==> config.mk <==
export PLATFORM = sky130hd
export DESIGN_NAME = button_conditioner
export DESIGN_NICKNAME = d
export VERILOG_FILES = /design/src/rtl/button_conditioner.sv
export SDC_FILE = /design/constraint.sdc
export NUM_CORES = 1
export LEC_CHECK = 0
export ABC_CLOCK_PERIOD_IN_PS = 5200
export CORE_UTILIZATION = 55
export CTS_BUF_LIST = sky130_fd_sc_hd__clkbuf_8
export DETAILED_ROUTE_END_ITERATION = 8
export PLACE_DENSITY = 0.73
export SLEW_MARGIN = 20
export SYNTH_ARGS = -nofsm -noshare
export SYNTH_HDL_FRONTEND = slang
export SYNTH_SLANG_ARGS = --single-unit
==> constraint.sdc <==
create_clock -name clk -period 5.2 [get_ports clk]
set_input_delay 0.52 -clock clk [delete_from_list [all_inputs] [get_ports clk]]
set_output_delay 0.52 -clock clk [all_outputs]
set_load 0.03 [all_outputs]
==> src/rtl/button_conditioner.sv <==
// Five-lane push-button front end: 2-flop sync, debounce, press/release pulses
// and hold-to-repeat step pulses on the lanes selected by REPEAT_MASK.
module button_conditioner #(
  parameter int         DEBOUNCE_CYCLES = 500000,
  parameter int         REPEAT_DELAY    = 25000000,
  parameter int         REPEAT_PERIOD   = 5000000,
  parameter logic [4:0] REPEAT_MASK     = 5'b00011
) (
  input  logic       clk,
  input  logic       reset,
  input  logic [4:0] btn_raw,
  output logic [4:0] btn_level,
  output logic [4:0] btn_press,
  output logic [4:0] btn_release,
  output logic [4:0] btn_step
);

  localparam int NB   = 5;
  localparam int DW   = $clog2(DEBOUNCE_CYCLES + 1);
  localparam int RMAX = (REPEAT_DELAY > REPEAT_PERIOD) ? REPEAT_DELAY : REPEAT_PERIOD;
  localparam int RW   = $clog2(RMAX + 1);

  localparam logic [DW-1:0] DB_LAST     = DW'(DEBOUNCE_CYCLES - 1);
  localparam logic [RW-1:0] DELAY_LAST  = RW'(REPEAT_DELAY - 1);
  localparam logic [RW-1:0] PERIOD_LAST = RW'(REPEAT_PERIOD - 1);

  typedef enum logic [1:0] {
    ST_IDLE,
    ST_DELAY,
    ST_REPEAT
  } rpt_state_e;

  logic [NB-1:0] sync1_q, sync2_q;
  logic [NB-1:0] level_q, level_d;
  logic [NB-1:0] press_q, press_d;
  logic [NB-1:0] release_q, release_d;
  logic [NB-1:0] step_q, step_d;
  logic [DW-1:0] db_cnt_q  [NB];
  logic [DW-1:0] db_cnt_d  [NB];
  logic [RW-1:0] rpt_cnt_q [NB];
  logic [RW-1:0] rpt_cnt_d [NB];
  rpt_state_e    state_q   [NB];
  rpt_state_e    state_d   [NB];

  always_ff @(posedge clk) begin
    if (reset) begin
      sync1_q   <= '0;
      sync2_q   <= '0;
      level_q   <= '0;
      press_q   <= '0;
      release_q <= '0;
      step_q    <= '0;
      for (int i = 0; i < NB; i++) begin
        db_cnt_q[i]  <= '0;
        rpt_cnt_q[i] <= '0;
        state_q[i]   <= ST_IDLE;
      end
    end else begin
      sync1_q   <= btn_raw;
      sync2_q   <= sync1_q;
      level_q   <= level_d;
      press_q   <= press_d;
      release_q <= release_d;
      step_q    <= step_d;
      for (int i = 0; i < NB; i++) begin
        db_cnt_q[i]  <= db_cnt_d[i];
        rpt_cnt_q[i] <= rpt_cnt_d[i];
        state_q[i]   <= state_d[i];
      end
    end
  end

  always_comb begin
    level_d   = level_q;
    press_d   = '0;
    release_d = '0;
    step_d    = '0;
    for (int i = 0; i < NB; i++) begin
      db_cnt_d[i]  = '0;
      rpt_cnt_d[i] = '0;
      state_d[i]   = state_q[i];

      if (sync2_q[i] != level_q[i]) begin
        if (db_cnt_q[i] == DB_LAST) begin
          level_d[i]   = ~level_q[i];
          press_d[i]   = ~level_q[i];
          release_d[i] = level_q[i];
        end else begin
          db_cnt_d[i] = db_cnt_q[i] + 1'b1;
        end
      end

      if (REPEAT_MASK[i]) begin
        unique case (state_q[i])
          ST_IDLE: begin
            if (press_d[i]) state_d[i] = ST_DELAY;
          end
          ST_DELAY: begin
            if (rpt_cnt_q[i] == DELAY_LAST) begin
              step_d[i]  = 1'b1;
              state_d[i] = ST_REPEAT;
            end else begin
              rpt_cnt_d[i] = rpt_cnt_q[i] + 1'b1;
            end
          end
          ST_REPEAT: begin
            if (rpt_cnt_q[i] == PERIOD_LAST) step_d[i] = 1'b1;
            else rpt_cnt_d[i] = rpt_cnt_q[i] + 1'b1;
          end
          default: state_d[i] = ST_IDLE;
        endcase
        // A release landing on a repeat-due cycle suppresses that step.
        if (release_d[i]) begin
          state_d[i]   = ST_IDLE;
          rpt_cnt_d[i] = '0;
          step_d[i]    = 1'b0;
        end
      end

      step_d[i] = step_d[i] | press_d[i];
    end
  end

  assign btn_level   = level_q;
  assign btn_press   = press_q;
  assign btn_release = release_q;
  assign btn_step    = step_q;

endmodule

* After elaboration in Yosys (flattened, before gate mapping) *
Memory sizes are Yosys's and may differ from the RTL's.
Cells that the tools add are included.

cells by class
  add/sub/neg operators = 7
  eq/ne operators = 19
  multiplexer cells = 66
  bitwise gates (word level) = 28
  reduce and logical (&&, ||, !) cells = 11

operator list
  cell                                             count
  two-way mux 19 bit                               15
  two-way mux 25 bit                               11
  case mux 25 bit (2 select lines)                 2
  adder 19 x 1 -> 19 bit, second input constant    5
  == test 19 bit, second input constant            5
  adder 25 x 1 -> 25 bit, second input constant    2
  == test 25 x 23 -> 1 bit, second input constant  2
  == test 25 bit, second input constant            2
  two-way mux 1 bit                                23
  two-way mux 2 bit                                11
  OR 1 bit                                         17
  case mux 2 bit (3 select lines)                  2
  AND reduction 2 bit                              6
  NOT 1 bit                                        11
  OR reduction 3 bit                               3
  inequality test 1 bit                            5
  == test 2 x 1 -> 1 bit, second input constant    2
  == test 2 bit, second input constant             2
  logical NOT 2 bit                                2
  case mux 1 bit (2 select lines)                  2
  inequality test 0 bit                            1

word-level totals
  register bits = 30
  RAM bits = 230
  output and inout port bits = 20
  memories kept = 3

memories
  name       depth  width  rd ports  clocked after memory_dff  write ports  RTL line  source
  rpt_cnt_q  5      25     2         0                         5            40        logic [RW-1:0] rpt_cnt_q [NB];
  db_cnt_q   5      19     5         0                         5            38        logic [DW-1:0] db_cnt_q [NB];
  state_q    5      2      2         0                         5            42        rpt_state_e state_q [NB];

* Longest topological paths before layout *
Gate-level depths: netlist of the first run.
An unclocked memory read counts as a cell.

  depth after elaboration = 8
  depth in mapped cells = 8
  mapped depth without buffers = 6

* Worst setup path after synthesis of the first run *
Ideal clock, no wire load.

  path type = register -> register
  start point = memory db_cnt_q[0][5] in the netlist's numbering
  end point = memory state_q[0][0] in the netlist's numbering (enable)
  setup time = 338 ps
  data arrival time = 1773 ps
  path slack = 3090 ps
  stages on the path, launching flop included = 6
  path buffers = 0
  period minus slack after synthesis = 2110 ps
  cells stage by stage = dfxtp_1 -> or4b_1 -> nor4b_2 -> nand2_1 -> o21a_1 -> o31ai_1

RTL lines
  what                RTL line
  start: declaration  38
  end: declaration    42

==> flow_summary.ini, run 1 <==
[status]
status = finished clean

[detailed_routing]
drc = 0
post_drt_via_cell_ratio = 5.38
antenna_left = 0
drt-initial-drc-count = 317
via_count = 5675
drt-pass1-iter-count = 4
wirelength_um = 13800
wl_per_cell_um = 13.0

[logic_synthesis]
synth_mux_area_share_pct = 0.530
avgSynthCellArea_um2 = 8.99
synthAdderAreaFrac_pct = 2.49
synth-simple-area-share_pct = 29.7
synth_area_leaders = dfxtp_1 (46%), nor2_1 (8.8%), xor2_1 (8.2%)
synth_edf_count = 4
synth_seq_cells = 176
synth.distinct_cells = 47
synth_top_area_share_pct = 45.6
synth.net_count = 862
synthCells = 840
yosys.area.top_type = dfxtp_1
async_flop_share_pct = 0
synth.cell_area_um2 = 7550
synth_compound_area_share_pct = 2.12
synth_xor_area_share_pct = 15.5
synth_top_flop_cell = dfxtp_1
yosysSeqAreaShare_pct = 47.2
synth_top_family_by_area = simple AND/OR/NAND/NOR gates
yosysWarningCount = 0

[pwr]
irDropWorstVdd_uv = 268
power_density_nw_per_um2 = 323
leakagePower_nw = 2.75

[hold_path]
min_from = sync1_q[4]
hold_class = reg -> reg

[cts]
post-cts-setup-buffers = 0
path_clk_slew_ps = 80
cts.sinks = 176
cts_hold_buffers = 0
clockRootBuffer = clkbuf_8
clock_latency_ps = 460
h-tree-depth = 4
ctsResizeCount = 0
cts_made_buffers = 17
cts_max_path_buffers = 2
tritoncts = built

[flow_run]
max_cap_viol_count = 0

[setup_path]
critPathLaunchType = flop
crit_fanout = 25
max_stage_delay_ps = 590
rr_startpoint = rpt_cnt_q[0][8]
crit_path_end_kind = flop
required_ps = 5530
startpoint = rpt_cnt_q[0][8]
arrival_ps = 2720
worstPathCellList = or3b_1 > or4_1 > o21a_1 > o211ai_4 > nor2_1
worst-setup-path-type = reg -> reg
cpMaxStageDelayCell = o211ai_4

[floorplanning]
initial_core_util_pct = 56.8
num_rows = 42
die_h_um = 119
io_pins = 27
core_um2 = 13300
die-area_um2 = 14200
die_w_um = 119

[layout]
n_antenna_cell = 0
area_growth_pct = 11.5
final_layout_size_suffix_gt1_share_pct = 4.32
nNetsFinal = 888

[grt]
track_usage_pct = 20.6
met2_usage_pct = 34.9
grt_use_met3_pct = 6.47
grt_start_max_net_pins = 29
busiest_layer = met2
grt_pass1_vias = 5492
grt.met1_usage_pct = 24.5
antenna_found_initial = 0
overflow = 0
grt_pass1_wl_um = 23900

[placement]
hpwlAfterDp_um = 9630
io_buffers = 26
pre_cts_ws_ps = 2820
gp_congestion = 0.815

[timing]
skew_ps = 6.16
fin_crit_ps = 2400
timing.final.crit_share_pct = 46.1
drv_slew = 0
fmax_mhz = 417
tightestPinTransition_ps = 854
hold_violations = 0
setup_violations = 0
fin_ws_ps = 2800
rsz0062_at_grt = false
slew-limit-headroom_pct = 42.7
fin_tns_setup_ps = 0
## sequential cells by signal, summed over array words and instances (netlist names)
| signal | count |
|---|---|
| state_q | 4 |
| rpt_cnt_q | 50 |
| sync1_q | 5 |
| db_cnt_q | 95 |
| btn_press | 5 |
| btn_step | 2 |
| btn_release | 5 |
| btn_level | 5 |
| sync2_q | 5 |
## synthesized netlist by cell type (all sizes together), types with 5 or more instances
master,n
ha,15
and3,31
and2,5
nand3,49
nor3,27
nor2,176
dfxtp,172
nor3b,5
xor2,71
nand2,60
xnor2,63
inv,19
nand4,34
buf,12
nor2b,11
and4,13
nor4b,8
nor4,14
clkbuf,9
## critical path: cells and delay by family, from the launching register on
family	cells	cell delay, ps
and+or+nand+nor	3	1050
AOI/OAI and AO/OA	2	830
DFF	1	380
## layout make-up
class	instances	area [um2]
Timing Repair Buffer	28	275
Multi-Input combinational cell	624	3800
Tap cell	176	220
Fill cell	1095	4880
Inverter	19	71.3
Sequential cell	176	3560
Clock inverter	12	211
Clock buffer	20	275
## kinds of logic after synthesis
family / count (synthesis)
flip-flops: 176
AND/OR/NAND/NOR: 452
multiplexers: 4
adder cells (fa/ha/maj): 15
buffers and inverters: 40
AO/OA/AOI/OAI: 19
XOR/XNOR: 134
## path summary, 6_finish.rpt
| path | slack (ps) | to | cells after the start |
|---|---|---|---|
| max | 2800 | rpt_cnt_q[0][24] | 5 |
| min | 450 | sync2_q[4] | 1 |
| max reg2reg | 2800 | rpt_cnt_q[0][24] | 5 |
| min reg2reg | 450 | sync2_q[4] | 1 |
## per-stage QoR
step | area, um2 | instances | hold WS, ps | utilization, % | power [W]
after floorplan | 7550 | 840 | 414 | - | 0.00159
after global placement | 7930 | 1023 | 419 | 59.7 | 0.00161
after detailed placement | 7930 | 1023 | 431 | 59.7 | 0.00163
after CTS | 8420 | 1055 | 450 | 63.3 | 0.00275
after global routing | 8420 | 1055 | 461 | 63.3 | 0.00283
final | 8420 | 1055 | 447 | 63.3 | 0.00272
## layer usage
metal  vias up  wire length [um]  share of wire [%]
met5         -                 0                  0
met4         0               208                1.5
met1      2698              6240                 45
met2        69              6800                 49
met3        20               510                3.7
li1       2888                 -                  -
## where the power goes
group | total, W | internal, W | switching, W
logic | 0.000190 | 0.0000674 | 0.000123
registers | 0.00140 | 0.00139 | 0.0000192
clock network | 0.00112 | 0.000653 | 0.000468
## cell usage in the layout (no fill, tap or decap), types with 20 or more instances in the layout
cell type,n
nor2_1,176
dfxtp_1,172
xor2_1,71
xnor2_1,63
nand2_1,60
nand3_1,49
nand4_1,34
and3_1,31
nor3_1,27
clkdlybuf4s50_1,26
inv_1,20
clkbuf_8,20
(Power assumes the default switching activity.)
==> inputs of run 2 (changes only) <==
Settings changed: ABC_CLOCK_PERIOD_IN_PS 5200 to 2000, PLACE_DENSITY 0.73 to 0.76.
Clock period 5.2 ns to 2 ns, I/O delays scaled along.
==> run 2 against run 1 <==
Net effect:
- the flow now finishes with violations (negative setup slack)
- die area is the same
- setup slack got worse by 2800 ps
- sequential cell count did not move
- cell count rose by 4.9%
- worst hold slack got worse by 160 ps
- cell area increased by 5.6%
- sequential power rose to 2.6 times the previous value
- clock skew grew 3.3 ps
- critical path depth unchanged
- non-clock buffer count rose by 52
- sequential share of layout area is 2.2 points lower
- routed wire length is 1.0% higher
- critical endpoint is now state_q[0][1]
- largest cell class unchanged
==> flow_summary.ini, run 2 (same netlist as run 1, synthesis figures left out) <==
[status]
status = finished with violations
violations = negative setup slack

[floorplanning]
io_pins = 27
die_w_um = 119
die_h_um = 119
die-area_um2 = 14200
initial_core_util_pct = 56.8
core_um2 = 13300
num_rows = 42

[layout]
final_layout_size_suffix_gt1_share_pct = 11.4
fillers = 1102
largest_reg_flops = 95
final_common_cell = nor2_1
final_cell_mix = nor2_1 (175), dfxtp_1 (168), xor2_1 (71)
layout.cells.non_filler = 1107
n_antenna_cell = 0
area_growth_pct = 17.8
regMostFlops = db_cnt_q
nNetsFinal = 940
fin_area_um2 = 8890
reg_top3 = db_cnt_q x95, rpt_cnt_q x50

[timing]
fin_ws_ps = -16.5
slew-limit-headroom_pct = 60.6
rsz0062_at_grt = true
fin_crit_ps = 2020
holdWs_ps = 285
drv_slew = 0
timing.final.crit_share_pct = 101
hold_violations = 0
fmax_mhz = 496
tightestPinTransition_ps = 586
skew_ps = 9.45
fin_tns_setup_ps = -32.9
setup_violations = 2

[pwr]
irDropWorstVdd_uv = 598
power_density_nw_per_um2 = 773
leakagePower_nw = 3.04

[detailed_routing]
drt-pass1-iter-count = 4
drt-initial-drc-count = 334
wl_per_cell_um = 12.6
wl_met3_um = 490
drc = 0
routed-wl-met2_um = 6450
top_layer = met4
antenna_left = 0
m1WireLength_um = 6740
via_count = 5734
post_drt_via_cell_ratio = 5.18
wirelength_um = 13900

[setup_path]
arrival_ps = 2170
worstPathCellList = or4b_4 > nor4b_4 > nand2_1 > o21a_1 > o31ai_4
critPathLaunchType = flop
cpMaxStageDelayCell = or4b_4
worst-setup-path-type = reg -> reg
reg2reg_depth = 5
crit_path_end_kind = flop
required_ps = 2160
crit_fanout = 2
max_stage_delay_ps = 550

[cts]
path_clk_slew_ps = 80
h-tree-depth = 4
cts_max_path_buffers = 2
cts_made_buffers = 17
tritoncts = built
clockRootBuffer = clkbuf_8
cts.sinks = 176
clock_latency_ps = 460

[placement]
post_dp_cell_area_um2 = 8350
gp_congestion = 0.817
pre_cts_ws_ps = -63.2
dpl.cell_count = 1070
io_buffers = 26
hpwlAfterDp_um = 9420

[grt]
track_usage_pct = 20.7
grt_pass1_vias = 5389
overflow = 0
grt_pass1_wl_um = 23900
grt_start_max_net_pins = 26
antenna_found_initial = 0

[hold_path]
hold_class = in -> reg
whs_path_depth = 2

[flow_run]
max_cap_viol_count = 0
[run 2: cell types whose count changed in the layout (fill, tap and decap cells not counted), moves of 2 or more]
cell	before	now
bufinv_16	6	3
nor3_1	27	24
o31ai_1	2	0
buf_12	0	3
nor3_2	0	3
dfxtp_2	0	4
dfxtp_1	172	168
buf_4	2	49
[run 2: routing by layer]
metal	vias to the layer above	global-route usage (%)
li1	2993	-
met1	2656	26.4
met2	67	33.9
met3	18	5.56
met4	0	6.72
met5	-	0
[run 2: report_power, final]
group / internal, W / total [W] / leakage, nW / switching [W]
Sequential: 0.00360 / 0.00365 / 1.43 / 0.0000446
Combinational: 0.000304 / 0.000689 / 1.39 / 0.000385
Clock: 0.00132 / 0.00254 / 0.221 / 0.00122
Total: 0.00522 / 0.00687 / 3.04 / 0.00165
[run 2: layout make-up]
type	count	area (um2)	area share (%)
Clock buffer	20	275	3.10
Multi-Input combinational cell	624	3890	43.8
Timing Repair Buffer	80	724	8.15
Tap cell	176	220	2.48
Sequential cell	176	3570	40.1
Clock inverter	12	140	1.58
Inverter	19	71.3	0.802
[run 2: worst max-delay path: cells and delay by family (launching register included)]
family / cells / cell delay [ps]
compound gates: 2 / 480
flops: 1 / 330
simple gates: 3 / 910
[run 2: final timing paths]
path / start / endpoint / slack, ps
worst min-delay path: btn_raw[4] / sync1_q[4] / 280
worst max-delay path: db_cnt_q[0][7] / state_q[0][1] / -20
worst min register to register: db_cnt_q[0][19] / db_cnt_q[0][19] / 430
worst max register to register: db_cnt_q[0][7] / state_q[0][1] / -20
[run 2: timing repair]
item                                    4_1_cts  5_1_grt
gates resized for setup                       7       10
gates cloned                                  0        1
endpoints found under the setup margin       29       92
pin swaps                                     5        8
hold buffers                                  0        0
buffers inserted                              1        3
[run 2: stage by stage]
stage | power [W] | utilization, %
global route | 0.00718 | 66.9
finish | 0.00687 | 66.9
detailed placement | 0.00434 | 62.8
global placement | 0.00433 | 62.8
CTS | 0.00688 | 66.3
floorplan | 0.00417 | -
==> inputs of run 3 (changes only) <==
Settings changed: ABC_CLOCK_PERIOD_IN_PS 2000 to 2550, PLACE_DENSITY 0.76 to 0.73.
Clock period 2 ns to 2.55 ns, I/O delays scaled along.
==> run 3 against run 2 <==
Net effect:
- the run now ends clean
- sequential power down 21%
- cell count fell by 4.1%
- via count fell by 2.1%
- routed wire length down 3.8%
- register-to-register slack improved by 250 ps
- largest cell class unchanged
- worst hold slack gained 52 ps
- first-iteration DRC count is 16% higher
- sequential share of layout area increased by 2.5 points
- count of clock-buffer cells in the layout decreased by 2
- critical path type unchanged
- die area is the same
==> flow_summary.ini, run 3 (same netlist as run 1, synthesis figures left out) <==
[layout]
fin_util_pct = 62.9
final_common_cell = nor2_1
largest_reg_flops = 95
layout.cells.non_filler = 1062
final_layout_size_suffix_gt1_share_pct = 5.08
nNetsFinal = 895
regMostFlops = db_cnt_q
final_cell_mix = nor2_1 (176), dfxtp_1 (172), xor2_1 (71)
area_growth_pct = 10.8
reg_top3 = db_cnt_q x95, rpt_cnt_q x50
n_antenna_cell = 0

[timing]
fmax_mhz = 431
drv_slew = 0
skew_ps = 8.97
setup_violations = 0
rsz0062_at_grt = false
fin_tns_setup_ps = 0
hold_violations = 0
holdWs_ps = 337
slew-limit-headroom_pct = 51.7
fin_crit_ps = 2320
tightestPinTransition_ps = 718
timing.final.crit_share_pct = 91.0

[detailed_routing]
via_count = 5611
drc = 0
drt-pass1-iter-count = 4
wirelength_um = 13400
drt-initial-drc-count = 388
post_drt_via_cell_ratio = 5.28
wl_per_cell_um = 12.6
antenna_left = 0

[setup_path]
worst-setup-path-type = reg -> reg
required_ps = 2680
crit_path_end_kind = flop
crit_fanout = 6
arrival_ps = 2450
critPathLaunchType = flop

[cts]
path_clk_slew_ps = 90
ctsResizeCount = 0
post-cts-setup-buffers = 0
clock_latency_ps = 460
clockRootBuffer = clkbuf_8
h-tree-depth = 4
cts_made_buffers = 17
cts_max_path_buffers = 2
cts.sinks = 176
tritoncts = built
cts_hold_buffers = 0

[grt]
grt_start_max_net_pins = 26
overflow = 0
track_usage_pct = 20.0
grt_pass1_wl_um = 23200
grt_pass1_vias = 5479
antenna_found_initial = 0

[hold_path]
hold_class = in -> reg

[floorplanning]
die_h_um = 119
io_pins = 27
die-area_um2 = 14200
core_um2 = 13300
num_rows = 42
initial_core_util_pct = 56.8
die_w_um = 119

[pwr]
power_density_nw_per_um2 = 609
leakagePower_nw = 2.73
irDropWorstVdd_uv = 383
p_total_w = 0.00510

[placement]
io_buffers = 26
dpl.cell_count = 1030
gp_congestion = 0.822
hpwlAfterDp_um = 9460

[status]
status = finished clean

[flow_run]
max_cap_viol_count = 0
[run 3: stage by stage]
step	setup WS, ps	cell area, um2
5_1_grt	62.5	8370
2_1_floorplan	440	7550
3_5_place_dp	250	7990
6_report	229	8370
3_3_place_gp	316	7990
4_1_cts	235	8370
[run 3: power by group]
group | switching (W) | leakage, nW | internal, W
registers | 0.0000405 | 1.43 | 0.00283
logic | 0.000248 | 1.11 | 0.000145
clock network | 0.00103 | 0.190 | 0.000815
[run 3: path summary, 6_finish.rpt]
path / end / depth (start not counted) / from / slack (ps)
setup / recovery: state_q[0][0] / 5 / db_cnt_q[0][8] / 230
hold reg to reg: sync2_q[0] / 1 / sync1_q[0] / 440
hold / removal: sync1_q[4] / 2 / btn_raw[4] / 340
setup reg to reg: state_q[0][0] / 5 / db_cnt_q[0][8] / 230
[run 3: layer usage]
metal	share of wire (%)	wire length [um]	vias up	track usage (%)
li1	-	-	2907	-
met1	47	6340	2630	23.3
met2	49	6580	62	34.6
met3	2.4	320	12	5.65
met4	0.99	132	0	7.36
met5	0	0	-	0
[run 3: final cells by class]
class                      instances  area [um2]
clock buffer                      18         248
clock inverter                    14         134
fill                            1110        4930
inverter                          19        71.3
multi-input combinational        624        3800
sequential                       176        3560
tap                              176         220
timing repair buffer              35         328
[run 3: worst max-delay path: stages, from the launching register on]
cell     delay [ps]
dfxtp_1         430
or4b_1          480
nor4b_2         320
nand2_1         200
o21a_1          210
o31ai_1         350
